## config.mk

```make
export PLATFORM = sky130hd
export DESIGN_NAME = frog_round_sequencer
export DESIGN_NICKNAME = d
export VERILOG_FILES = /design/src/rtl/frog_game_pkg.sv /design/src/rtl/sc_tickdelay.sv /design/src/rtl/frog_round_sequencer.sv
export SDC_FILE = /design/constraint.sdc
export NUM_CORES = 1
export LEC_CHECK = 0
export CAP_MARGIN = 15
export CORE_MARGIN = 1.5
export CORE_UTILIZATION = 40
export CTS_BUF_LIST = sky130_fd_sc_hd__clkbuf_2 sky130_fd_sc_hd__clkbuf_4 sky130_fd_sc_hd__clkbuf_8
export DETAILED_ROUTE_END_ITERATION = 7
export REMOVE_ABC_BUFFERS = 1
export SLEW_MARGIN = 20
export SYNTH_ARGS = -nofsm -noshare
export SYNTH_HDL_FRONTEND = slang
export SYNTH_SLANG_ARGS = --single-unit
```

## constraint.sdc

```tcl
create_clock -name RS_CLOCK_50 -period 3.3 [get_ports RS_CLOCK_50]
set_input_delay 0.99 -clock RS_CLOCK_50 [delete_from_list [all_inputs] [get_ports RS_CLOCK_50]]
set_output_delay 0.99 -clock RS_CLOCK_50 [all_outputs]
set_load 0.1 [all_outputs]
```

## src/rtl/frog_game_pkg.sv

```systemverilog
// Shared frog game definitions: state codes, bus widths and round defaults.
// Used by the round sequencer, frog control and display logic.
package frog_game_pkg;

  localparam int DATAWIDTH_ESTADO = 3;
  localparam int DATAWIDTH_VIDAS  = 3;
  localparam int DATAWIDTH_NIVEL  = 3;
  localparam int VIDAS_INI        = 3;
  localparam int RANAS_NIVEL      = 5;

  typedef enum logic [DATAWIDTH_ESTADO-1:0] {
    IDLE    = 3'd0,
    INICIO  = 3'd1,
    JUEGO   = 3'd2,
    MUERTE  = 3'd3,
    LLEGADA = 3'd4,
    NIVEL   = 3'd5,
    FIN     = 3'd6
  } state_t;

  function automatic logic is_pause(input state_t s);
    return (s == MUERTE) || (s == LLEGADA) || (s == NIVEL);
  endfunction

endpackage

```

## src/rtl/sc_tickdelay.sv

```systemverilog
// Pause timer: counts frame ticks while enabled and flags the DELAY_TICKS-th one.
// done is combinational so the owner can leave its pause state on that same edge.
module sc_tickdelay #(
  parameter int DELAY_TICKS = 30
) (
  input  logic clk,
  input  logic reset,
  input  logic clear,
  input  logic enable,
  input  logic tick,
  output logic done
);

  localparam int CW = $clog2(DELAY_TICKS + 1);

  logic [CW-1:0] count;

  assign done = enable && tick && (count == CW'(DELAY_TICKS - 1));

  // clear outranks tick so a tick landing on a state change never carries over
  always_ff @(posedge clk) begin
    if (reset || clear) begin
      count <= '0;
    end else if (enable && tick) begin
      count <= count + CW'(1);
    end
  end

endmodule

```

## src/rtl/frog_round_sequencer.sv

```systemverilog
// Game-round sequencer: starts rounds, requests respawns, times death/arrival/level
// pauses on frame ticks and keeps lives, frogs-home and level counters.
module frog_round_sequencer #(
  parameter int DATAWIDTH_ESTADO = frog_game_pkg::DATAWIDTH_ESTADO,
  parameter int DATAWIDTH_VIDAS  = frog_game_pkg::DATAWIDTH_VIDAS,
  parameter int DATAWIDTH_NIVEL  = frog_game_pkg::DATAWIDTH_NIVEL,
  parameter int VIDAS_INI        = frog_game_pkg::VIDAS_INI,
  parameter int RANAS_NIVEL      = frog_game_pkg::RANAS_NIVEL,
  parameter int NIVEL_MAX        = 7,
  parameter int DELAY_TICKS      = 30
) (
  input  logic                        RS_CLOCK_50,
  input  logic                        RS_RESET,
  input  logic                        RS_START_IN,
  input  logic                        RS_TICK_IN,
  input  logic                        RS_PERDIO_IN,
  input  logic                        RS_GANO_IN,
  output logic [DATAWIDTH_ESTADO-1:0] RS_ESTADO_OUT,
  output logic                        RS_RANA_INI_OUT,
  output logic [DATAWIDTH_VIDAS-1:0]  RS_VIDAS_OUT,
  output logic [DATAWIDTH_NIVEL-1:0]  RS_NIVEL_OUT,
  output logic [2:0]                  RS_RANAS_OUT,
  output logic                        RS_FIN_OUT
);

  import frog_game_pkg::*;

  state_t                     state;
  state_t                     state_next;
  logic [DATAWIDTH_VIDAS-1:0] vidas;
  logic [DATAWIDTH_NIVEL-1:0] nivel;
  logic [2:0]                 ranas;
  logic                       tick_enable;
  logic                       tick_clear;
  logic                       tick_done;

  sc_tickdelay #(
    .DELAY_TICKS(DELAY_TICKS)
  ) u_tickdelay (
    .clk   (RS_CLOCK_50),
    .reset (RS_RESET),
    .clear (tick_clear),
    .enable(tick_enable),
    .tick  (RS_TICK_IN),
    .done  (tick_done)
  );

  always_ff @(posedge RS_CLOCK_50) begin
    if (RS_RESET) begin
      state <= IDLE;
    end else begin
      state <= state_next;
    end
  end

  always_comb begin
    state_next = state;
    case (state)
      IDLE:    if (RS_START_IN) state_next = INICIO;
      INICIO:  state_next = JUEGO;
      JUEGO: begin
        if (RS_PERDIO_IN) begin
          state_next = MUERTE;
        end else if (RS_GANO_IN) begin
          state_next = LLEGADA;
        end
      end
      // vidas was already decremented on entry, so zero here means the last life is gone
      MUERTE:  if (tick_done) state_next = (vidas == '0) ? FIN : INICIO;
      LLEGADA: if (tick_done) state_next = (ranas == 3'(RANAS_NIVEL)) ? NIVEL : INICIO;
      NIVEL:   if (tick_done) state_next = INICIO;
      FIN:     if (RS_START_IN) state_next = INICIO;
      default: state_next = IDLE;
    endcase
  end

  always_comb begin
    RS_RANA_INI_OUT = 1'b0;
    RS_FIN_OUT      = 1'b0;
    tick_enable     = is_pause(state);
    case (state)
      INICIO:  RS_RANA_INI_OUT = 1'b1;
      FIN:     RS_FIN_OUT      = 1'b1;
      default: ;
    endcase
  end

  assign tick_clear = (state_next != state);

  // Round bookkeeping follows the transition that the FSM takes on the same edge
  always_ff @(posedge RS_CLOCK_50) begin
    if (RS_RESET) begin
      vidas <= DATAWIDTH_VIDAS'(VIDAS_INI);
      nivel <= '0;
      ranas <= '0;
    end else begin
      case (state)
        JUEGO: begin
          if (RS_PERDIO_IN) begin
            vidas <= vidas - DATAWIDTH_VIDAS'(1);
          end else if (RS_GANO_IN) begin
            ranas <= ranas + 3'd1;
          end
        end
        NIVEL: begin
          if (tick_done) begin
            ranas <= '0;
            if (nivel < DATAWIDTH_NIVEL'(NIVEL_MAX)) begin
              nivel <= nivel + DATAWIDTH_NIVEL'(1);
            end
          end
        end
        FIN: begin
          if (RS_START_IN) begin
            vidas <= DATAWIDTH_VIDAS'(VIDAS_INI);
            nivel <= '0;
            ranas <= '0;
          end
        end
        default: ;
      endcase
    end
  end

  assign RS_ESTADO_OUT = DATAWIDTH_ESTADO'(state);
  assign RS_VIDAS_OUT  = vidas;
  assign RS_NIVEL_OUT  = nivel;
  assign RS_RANAS_OUT  = ranas;

endmodule

```

Yosys cells after proc, flatten, opt, wreduce, memory -nomap -nowiden

Cells that the tools add are included.

Bits in registers: 17
Output and inout port bits: 14
Logic and storage cells: 61

Add/sub/neg operators: 4
$lt $le $gt $ge: 1
Eq/ne operators: 15
Muxes and demuxes: 22
Reductions and logical operators: 14

Operator list:

| kind                  | count |
|---|---|
| $mux W3               | 16 |
| $pmux W3 S6           | 1 |
| $eq A3 B3 Y1 const B  | 4 |
| $pmux W3 S2           | 2 |
| $ne A2 B2 Y1 const B  | 5 |
| $pmux W3 S3           | 1 |
| $add A3 B1 Y3 const B | 2 |
| $eq A3 B2 Y1 const B  | 2 |
| $logic_not A3 Y1      | 2 |
| $add A5 B1 Y5 const B | 1 |
| $eq A5 B5 Y1 const B  | 1 |
| $reduce_and A5 Y1     | 1 |
| $reduce_and A4 Y1     | 1 |
| $reduce_bool A2 Y1    | 2 |
| $eq A3 B1 Y1 const B  | 1 |
| $logic_or A1 B1 Y1    | 3 |
| $lt A3 B3 Y1 const B  | 1 |
| $ne A3 B3 Y1          | 1 |
| $reduce_and A3 Y1     | 1 |
| $reduce_bool A3 Y1    | 1 |
| $sub A3 B1 Y3 const B | 1 |
| $logic_and A1 B1 Y1   | 2 |
| $mux W1               | 2 |
| $ne A2 B1 Y1 const B  | 1 |
| $reduce_or A2 Y1      | 1 |

Longest topological paths before layout

Gate-level depths: netlist of run 1.

Depth after elaboration: 9
Depth in mapped cells: 6
Gate-level depth less buffers: 6

Hierarchy

A second synthesis of run 1 with hierarchy kept.

Cells, all modules: 126
Area total of the unflattened synthesis: 1058.5 µm²

By module, submodules not included:

| module               | instances | cells an instance | area an instance (µm²) | seq. area each (µm²) |
|---|---|---|---|---|
| frog_round_sequencer | 1         | 97                | 807.0                  | 240.2 |
| sc_tickdelay         | 1         | 29                | 251.5                  | 100.1 |

Worst setup path after synthesis of run 1

OpenSTA, ideal clock, no wires.

Kind: register -> output
Start point: register state[0], in the netlist RS_ESTADO_OUT[0]
End point: output RS_RANA_INI_OUT
Data arrival time: 2550 ps
Required time: 2310 ps
Setup slack: -240 ps
Stages on the path, launching flop included: 3
Cell sequence: dfxtp_1 > nand2b_1 > nor2_1

Longest elaborated chain between the ends: 2

Ends and longest elaborated chain:

| item                     | RTL line                   | RTL |
|---|---|---|
| start: declaration       | frog_round_sequencer.sv:28 | `state_t state;` |
| start signal: assignment | frog_round_sequencer.sv:52 | `state <= state_next;` |
| $eq A3 B1 Y1             | frog_round_sequencer.sv:81 | `case (state)` |
| $mux W1                  | frog_round_sequencer.sv:81 |  |
| end: declaration         | frog_round_sequencer.sv:19 | `output logic RS_RANA_INI_OUT,` |

Every way passes these cells.

Worst setup path after layout of run 1

Start point: register state[1], in the netlist RS_ESTADO_OUT[1]
End point: output RS_FIN_OUT

Longest elaborated chain between the ends: 2

Ends and longest elaborated chain:

| item             | RTL line                   | RTL |
|---|---|---|
| $eq A3 B3 Y1     | frog_round_sequencer.sv:81 |  |
| $mux W1          | frog_round_sequencer.sv:81 |  |
| end: declaration | frog_round_sequencer.sv:23 | `output logic RS_FIN_OUT` |

Every way passes these cells.

==> results.json, run 1 <==
{
  "status": "complete, no violations",
  "drt_iter0_markers": 41,
  "core_um2": 3000,
  "postSynthCellCount": 146,
  "dp.cells": 191,
  "synth_top_area_share": 0.272,
  "htree_levels": 1,
  "path_clk_slew_ps": 110,
  "switching_share": 0.428,
  "period_share": 0.789,
  "yosys-top-cells-count": "dfxtp_1, nor2_1, nand2_1",
  "yosysUniqueCellTypes": 54,
  "grt_overflow": 0,
  "postRouteAntennaNets": 0,
  "ir_drop_mv": 0.187,
  "post-place-ws_ps": 605,
  "std_cell_rows": 20,
  "synthFlopType": "dfxtp_1",
  "avgSynthCellArea_um2": 8.58,
  "maxCapViolations": 0,
  "cts-resized-gates": 0,
  "cp-end-kind": "output pin",
  "critical_path.max_fanout": 20,
  "fmax_ghz": 0.384,
  "leakage_uw": 0.000602,
  "critPathArrivalTime_ps": 1610,
  "place.gp.congestion": 0.801,
  "yosysMostFrequentCell": "dfxtp_1",
  "fin_crit_ps": 2600,
  "wl_per_cell_um": 14.4,
  "crit_type": "reg -> out",
  "syn2layout_area_growth_pct": 15.2,
  "worst_pin_slew_ps": 643,
  "postCtsSetupRepairBufs": 0,
  "synth_edf_count": 0,
  "dr.pass1.iters": 4,
  "internal_power_uw": 325,
  "clk_path_buf_depth": 2,
  "crit_path_top_delay_cell": "dfxtp_1",
  "worst_slack_ps": 695,
  "ys_async_sr_fraction": 0,
  "die-width_um": 59.0,
  "yosysWarnings": 0,
  "slowest_delay_ps": 700,
  "num_vias": 1128,
  "power_frac_seq": 0.413,
  "hold_path_class": "reg -> reg",
  "io_buffers": 19,
  "root_buffer": "clkbuf_4",
  "start_kind": "flip-flop",
  "cts_tree": "yes",
  "ys_top_cells_by_area": "dfxtp_1, ha_1, nand2b_1, xor2_1, nor2_1",
  "start_util": 0.417,
  "fill_cells": 314,
  "cts_hold_buf": 0,
  "cts_inserted_buffers": 3,
  "grt_pass1_vias": 1033,
  "synth_area_um2": 1250,
  "crit_chain": "nor2b_1 -> and2_1 -> buf_12",
  "grt_pass1_wl_mm": 4.73,
  "multi_input_area_um2": 821,
  "wl_mm": 2.82,
  "fin_skew_ps": 7.11,
  "hold_viol": 0,
  "setup_viol": 0,
  "synth_top_cell_by_area": "dfxtp_1",
  "slew_headroom": 0.571,
  "die_area_um2": 3480,
  "r2r_slack_ps": 1260,
  "ys_seq_elements": 17,
  "comb_power_share": 0.377,
  "gr-usage-all-layers": 0.175,
  "antenna_found_initial": 0,
  "drive_gt1_frac": 0.191,
  "finalNonFillerCells": 195,
  "seq_area_um2": 340,
  "clockPowerShare": 0.209,
  "drcViolationCount": 0,
  "p_switching_uw": 243,
  "num_io_pins": 20,
  "n_antenna_cell": 0,
  "rsz0062_at_grt": "false",
  "nNetsFinal": 176,
  "dp_hpwl_mm": 2.07,
  "power.density_nw_per_um2": 394,
  "vias_per_cell": 5.78,
  "dieHeight_um": 59.0,
  "ys_seq_area_frac": 0.272,
  "slew_viol_final": 0,
  "critPathRequiredTime_ps": 2310,
  "numClockSinks": 17,
  "clock_latency_ps": 300,
  "grt_max_degree": 21
}
==> worst paths after layout <==
path | endpoint | cells past startpoint | start
setup reg to reg | u_tickdelay.count[1]$_SDFFE_PP0P_ | 5 | RS_ESTADO_OUT[2]$_SDFF_PP0_
hold reg to reg | RS_VIDAS_OUT[2]$_SDFFE_PP0P_ | 2 | RS_VIDAS_OUT[2]$_SDFFE_PP0P_
setup / recovery | RS_FIN_OUT | 3 | RS_ESTADO_OUT[1]$_SDFF_PP0_
hold / removal | RS_VIDAS_OUT[2]$_SDFFE_PP0P_ | 2 | RS_VIDAS_OUT[2]$_SDFFE_PP0P_
==> placed cells by master, fill, tap and decap left out, types with 3 or more instances in the layout <==
| cell | n |
|---|---|
| a21o_1 | 4 |
| a21oi_1 | 5 |
| a31oi_1 | 4 |
| and3_1 | 3 |
| buf_4 | 16 |
| clkbuf_4 | 3 |
| clkdlybuf4s50_1 | 5 |
| dfxtp_1 | 17 |
| ha_1 | 7 |
| inv_1 | 6 |
| nand2_1 | 9 |
| nand2b_1 | 7 |
| nand3_1 | 4 |
| nor2_1 | 10 |
| nor2b_1 | 4 |
| nor3_1 | 5 |
| o211ai_1 | 3 |
| o21ai_0 | 3 |
| xor2_1 | 5 |
==> sequential cells by signal, summed over array words and instances, names as in the netlist <==
name	flops
u_tickdelay.count	5
RS_ESTADO_OUT	3
RS_RANAS_OUT	3
RS_NIVEL_OUT	3
RS_VIDAS_OUT	3
==> worst max-delay path: cells and delay by family, from the launching register on <==
kind / cells / cell delay [ps]
flip-flops: 1 / 700
AND/OR/NAND/NOR: 2 / 430
buffers and inverters: 1 / 180
==> logic make-up after synthesis <==
family / share of synthesized area
flip-flops: 0.272
multiplexers: 0.0210
AND/OR/NAND/NOR: 0.289
AO/OA/AOI/OAI: 0.234
adder cells (fa/ha/maj): 0.0699
buffers and inverters: 0.0729
XOR/XNOR: 0.0420
==> layer usage <==
| layer | vias up | part of all wire | GRT usage |
|---|---|---|---|
| li1 | 568 | - | - |
| met1 | 536 | 0.47 | 0.232 |
| met2 | 20 | 0.49 | 0.279 |
| met3 | 4 | 0.034 | 0.0308 |
| met4 | 0 | 0.011 | 0.0747 |
| met5 | - | 0 | 0 |
==> per-stage QoR <==
step / setup TNS [ps] / area (µm²) / hold slack (ps) / util / power [µW]
after floorplan: -485 / 1180 / 538 / - / 397
final: 0 / 1440 / 539 / 0.480 / 568
after CTS: 0 / 1440 / 541 / 0.480 / 572
after global placement: 0 / 1420 / 513 / 0.471 / 453
after global routing: 0 / 1440 / 569 / 0.480 / 599
after detailed placement: 0 / 1420 / 520 / 0.471 / 453
==> power groups by stage <==
stage | Sequential, µW | Clock (µW) | Combinational, µW
after global routing | 237 | 133 | 229
after CTS | 234 | 123 | 215
after global placement | 238 | 0 | 214
final | 235 | 119 | 214
after detailed placement | 239 | 0 | 214
after floorplan | 310 | 0 | 86.9
==> area by class of cell <==
class / instances / area share
timing repair buffer: 22 / 0.132
tap: 33 / 0.0286
clock buffer: 3 / 0.0156
inverter: 6 / 0.0156
clock inverter: 1 / 0.00347
multi-input combinational: 113 / 0.569
sequential: 17 / 0.236
Note: power is estimated with default switching activity, not from simulation.
==> run 2: changes to the inputs <==
==> constraint.sdc (replaced) <==
create_clock -name RS_CLOCK_50 -period 2.5 [get_ports RS_CLOCK_50]
set_input_delay 0.75 -clock RS_CLOCK_50 [delete_from_list [all_inputs] [get_ports RS_CLOCK_50]]
set_output_delay 0.75 -clock RS_CLOCK_50 [all_outputs]
set_load 0.1 [all_outputs]
==> run 2 against run 1 <==
Sequential share of layout area is 1.3 points lower. Routed wire length increased by 5.0%. Via count rose by 1.2%. Critical endpoint unchanged.
==> results.json, run 2 (synthesized netlist as in run 1, its figures left out) <==
{
  "maxCapViolations": 0,
  "final_core_util": 0.508,
  "grt_max_degree": 19,
  "crit_type": "reg -> out",
  "die-width_um": 59.0,
  "post-place-ws_ps": 123,
  "top_register": "u_tickdelay.count",
  "layout_common_cells": "dfxtp_1, buf_4, nor2_1, nand2_1",
  "dp.cells": 195,
  "fin_crit_ps": 2140,
  "power.density_nw_per_um2": 517,
  "nNetsFinal": 180,
  "critical_path.max_fanout": 14,
  "n_antenna_cell": 0,
  "r2r_slack_ps": 750,
  "worstRegToRegCells": 6,
  "worst_slack_ps": 361,
  "wl_mm": 2.96,
  "cp-end-kind": "output pin",
  "fin_skew_ps": 7.29,
  "drcViolationCount": 0,
  "start_kind": "flip-flop",
  "grt_pass1_wl_mm": 4.96,
  "drive_gt1_frac": 0.211,
  "grt_pass1_vias": 1076,
  "slew_viol_final": 0,
  "start_util": 0.417,
  "min_path_cells": 2,
  "hold_path_class": "reg -> reg",
  "status": "complete, no violations",
  "slew_headroom": 0.666,
  "ir_drop_mv": 0.266,
  "num_io_pins": 20,
  "setup_tns_ps": 0,
  "finalNonFillerCells": 199,
  "postCtsSetupRepairBufs": 0,
  "leakage_uw": 0.000635,
  "num_vias": 1142,
  "worst_pin_slew_ps": 500,
  "reg2reg_to": "u_tickdelay.count[2]$_SDFFE_PP0P_",
  "min_from": "RS_NIVEL_OUT[2]$_SDFFE_PP0P_",
  "clock_latency_ps": 300,
  "fmax_ghz": 0.467,
  "dieHeight_um": 59.0,
  "cts_tree": "yes",
  "period_share": 0.856,
  "cts_inserted_buffers": 3,
  "dr.pass1.iters": 4,
  "dp_hpwl_mm": 2.22,
  "critPathRequiredTime_ps": 1750,
  "antenna_found_initial": 0,
  "place.gp.congestion": 0.789,
  "critPathArrivalTime_ps": 1390,
  "finalPower_uw": 789,
  "whs_endpoint": "RS_NIVEL_OUT[2]$_SDFFE_PP0P_",
  "postRouteAntennaNets": 0,
  "syn2layout_area_growth_pct": 21.8,
  "gr-usage-all-layers": 0.189,
  "grt_overflow": 0,
  "path_clk_slew_ps": 100,
  "largest_reg_flops": 5,
  "rsz0062_at_grt": "false",
  "cts-resized-gates": 0,
  "cts_hold_buf": 0,
  "wl_per_cell_um": 14.9,
  "htree_levels": 1,
  "die_area_um2": 3480,
  "std_cell_rows": 20,
  "timing.rr.start": "RS_ESTADO_OUT[2]$_SDFF_PP0_",
  "setup_viol": 0,
  "root_buffer": "clkbuf_4",
  "vias_per_cell": 5.74,
  "drt_iter0_markers": 32,
  "numClockSinks": 17,
  "io_buffers": 19,
  "final_common_cell": "dfxtp_1",
  "hold_viol": 0,
  "clk_path_buf_depth": 2,
  "core_um2": 3000
}
## run 2: through the flow
step	hold WS, ps	area [µm²]
2_1_floorplan	538	1180
3_3_place_gp	516	1500
3_5_place_dp	529	1500
4_1_cts	548	1530
5_1_grt	572	1530
6_report	545	1530
## run 2: metal layers
layer / up-vias / part of all wire / GRT usage / wire (µm)
met1: 539 / 0.49 / 0.254 / 1440
met2: 19 / 0.46 / 0.302 / 1370
met3: 7 / 0.026 / 0.0220 / 77
met5: - / 0 / 0 / 0
li1: 577 / - / - / -
met4: 0 / 0.022 / 0.0877 / 66
## run 2: critical path: stages, from the launching register on
cell and delay (ps):
dfxtp_1 640, and2_1 260, buf_12 180
## run 2: final cells by class
| cell class | count | area, µm² |
|---|---|---|
| Sequential cell | 17 | 340 |
| Inverter | 6 | 22.5 |
| Fill cell | 311 | 1480 |
| Multi-Input combinational cell | 113 | 821 |
| Tap cell | 33 | 41.3 |
| Timing Repair Buffer | 26 | 270 |
| Clock buffer | 4 | 30.0 |
## run 2: worst max path at each step
stage | cells after the start | start | end
floorplan | 2 | RS_ESTADO_OUT[0]$_SDFF_PP0_ | RS_RANA_INI_OUT
global placement | 5 | RS_TICK_IN | RS_NIVEL_OUT[1]$_SDFFE_PP0P_
detailed placement | 5 | RS_TICK_IN | RS_NIVEL_OUT[1]$_SDFFE_PP0P_
CTS | 2 | RS_ESTADO_OUT[2]$_SDFF_PP0_ | RS_FIN_OUT
global route | 2 | RS_ESTADO_OUT[2]$_SDFF_PP0_ | RS_FIN_OUT
finish | 2 | RS_ESTADO_OUT[2]$_SDFF_PP0_ | RS_FIN_OUT
## run 2: power breakdown
| part | internal (µW) | leakage [µW] | switching, µW |
|---|---|---|---|
| Combinational | 111 | 0.000479 | 211 |
| Sequential | 284 | 0.000138 | 16.9 |
| Clock | 73.2 | 0.0000184 | 92.9 |
| Total | 468 | 0.000635 | 321 |
==> run 3: changes to the inputs <==
--- a/config.mk
+++ b/config.mk
@@ -6,7 +6,6 @@
 export NUM_CORES = 1
 export LEC_CHECK = 0
 export CAP_MARGIN = 15
-export CORE_MARGIN = 1.5
 export CORE_UTILIZATION = 40
 export CTS_BUF_LIST = sky130_fd_sc_hd__clkbuf_2 sky130_fd_sc_hd__clkbuf_4 sky130_fd_sc_hd__clkbuf_8
 export DETAILED_ROUTE_END_ITERATION = 7
==> run 3 against run 2 <==
The run now ends with DRC left. Setup slack worse by 12 ps. Global-route usage shrank 0.096 points. Sequential share of layout area is 0.40 points lower. Sequential power rose by 2%. Routed wire length is 0.47% lower. Clock power is 4% higher. Die area is 3.4% lower. Critical endpoint unchanged. Largest cell class unchanged.
==> results.json, run 3 (synthesized netlist as in run 1, its figures left out) <==
{
  "ir_drop_mv": 0.304,
  "slew_headroom": 0.658,
  "die_area_um2": 3360,
  "start_kind": "flip-flop",
  "fmax_ghz": 0.465,
  "dieHeight_um": 58.0,
  "hold_viol": 0,
  "n_antenna_cell": 0,
  "cts_tree": "yes",
  "clk_path_buf_depth": 2,
  "wl_per_cell_um": 14.6,
  "drcViolationCount": 1,
  "setup_viol": 0,
  "fin_area_um2": 1550,
  "place_area_um2": 1520,
  "multi_input_area_um2": 821,
  "period_share": 0.860,
  "num_vias": 1154,
  "critPathRequiredTime_ps": 1750,
  "wl_mm": 2.94,
  "grt_pass1_wl_mm": 4.93,
  "htree_levels": 1,
  "critical_path.max_fanout": 13,
  "nNetsFinal": 184,
  "die-width_um": 58.0,
  "cts_hold_buf": 0,
  "top_register": "u_tickdelay.count",
  "min_path_cells": 2,
  "root_buffer": "clkbuf_4",
  "drt_iter0_markers": 31,
  "setup_tns_ps": 0,
  "layout_common_cells": "buf_4, dfxtp_1, nor2_1, nand2_1",
  "cts_inserted_buffers": 3,
  "grt_pass1_vias": 1099,
  "cp-end-kind": "output pin",
  "hold_path_class": "reg -> reg",
  "drive_gt1_frac": 0.229,
  "status": "complete, but fails checks",
  "finalNonFillerCells": 201,
  "critPathArrivalTime_ps": 1400,
  "start_util": 0.439,
  "fill_cells": 273,
  "maxCapViolations": 0,
  "leakage_uw": 0.000656,
  "io_buffers": 19,
  "power.density_nw_per_um2": 515,
  "worstRegToRegCells": 5,
  "slew_viol_final": 0,
  "holdWs_ps": 537,
  "clock_latency_ps": 300,
  "worst_pin_slew_ps": 512,
  "place.gp.congestion": 0.827,
  "syn2layout_area_growth_pct": 24.0,
  "cts-resized-gates": 0,
  "std_cell_rows": 19,
  "gr-usage-all-layers": 0.188,
  "seq_area_um2": 340,
  "violations": "DRC",
  "antenna_found_initial": 0,
  "dp_hpwl_mm": 2.21,
  "largest_reg_flops": 5,
  "dp.cells": 197,
  "numClockSinks": 17,
  "fin_crit_ps": 2150,
  "crit_type": "reg -> out",
  "num_io_pins": 20,
  "rsz0062_at_grt": "false",
  "fin_skew_ps": 2.92,
  "postCtsSetupRepairBufs": 0,
  "path_clk_slew_ps": 110,
  "dr.pass1.iters": 6,
  "grt_overflow": 0,
  "final_common_cell": "buf_4",
  "grt_max_degree": 14,
  "postRouteAntennaNets": 0,
  "core_um2": 2850,
  "vias_per_cell": 5.74
}
## run 3: where the power goes
group	switching [µW]	internal, µW	total [µW]	leakage (µW)
clock	98.5	73.0	172	0.0000184
combinational	208	114	322	0.000499
sequential	21.7	284	306	0.000138
## run 3: through the flow
step	utilization	total power (µW)	setup slack (ps)
after floorplan	-	524	-947
after global placement	0.534	632	174
after detailed placement	0.534	634	144
after CTS	0.544	809	342
after global routing	0.544	843	260
final	0.544	800	349
## run 3: cell type report
class,instances,area share
inverter,6,0.0145
timing repair buffer,30,0.193
multi-input combinational,113,0.529
sequential,17,0.219
clock buffer,4,0.0193
tap,31,0.0250
## run 3: per-layer routing
metal,up-vias,GRT usage,share of wire
li1,577,-,-
met1,549,0.230,0.47
met2,26,0.327,0.48
met3,2,0.0446,0.045
met4,0,0.0544,0.0058
met5,-,0,0
## run 3: critical path: stages, from the launching register on
cell,delay (ps)
dfxtp_1,660
and2_1,260
buf_12,180
## run 3: path summary, 6_finish.rpt
path	start	end	slack [ps]
worst max register to register	RS_ESTADO_OUT[2]$_SDFF_PP0_	u_tickdelay.count[1]$_SDFFE_PP0P_	570
worst max-delay path	RS_ESTADO_OUT[2]$_SDFF_PP0_	RS_FIN_OUT	350
worst min-delay path	RS_NIVEL_OUT[2]$_SDFFE_PP0P_	RS_NIVEL_OUT[2]$_SDFFE_PP0P_	540
worst min register to register	RS_NIVEL_OUT[2]$_SDFFE_PP0P_	RS_NIVEL_OUT[2]$_SDFFE_PP0P_	540
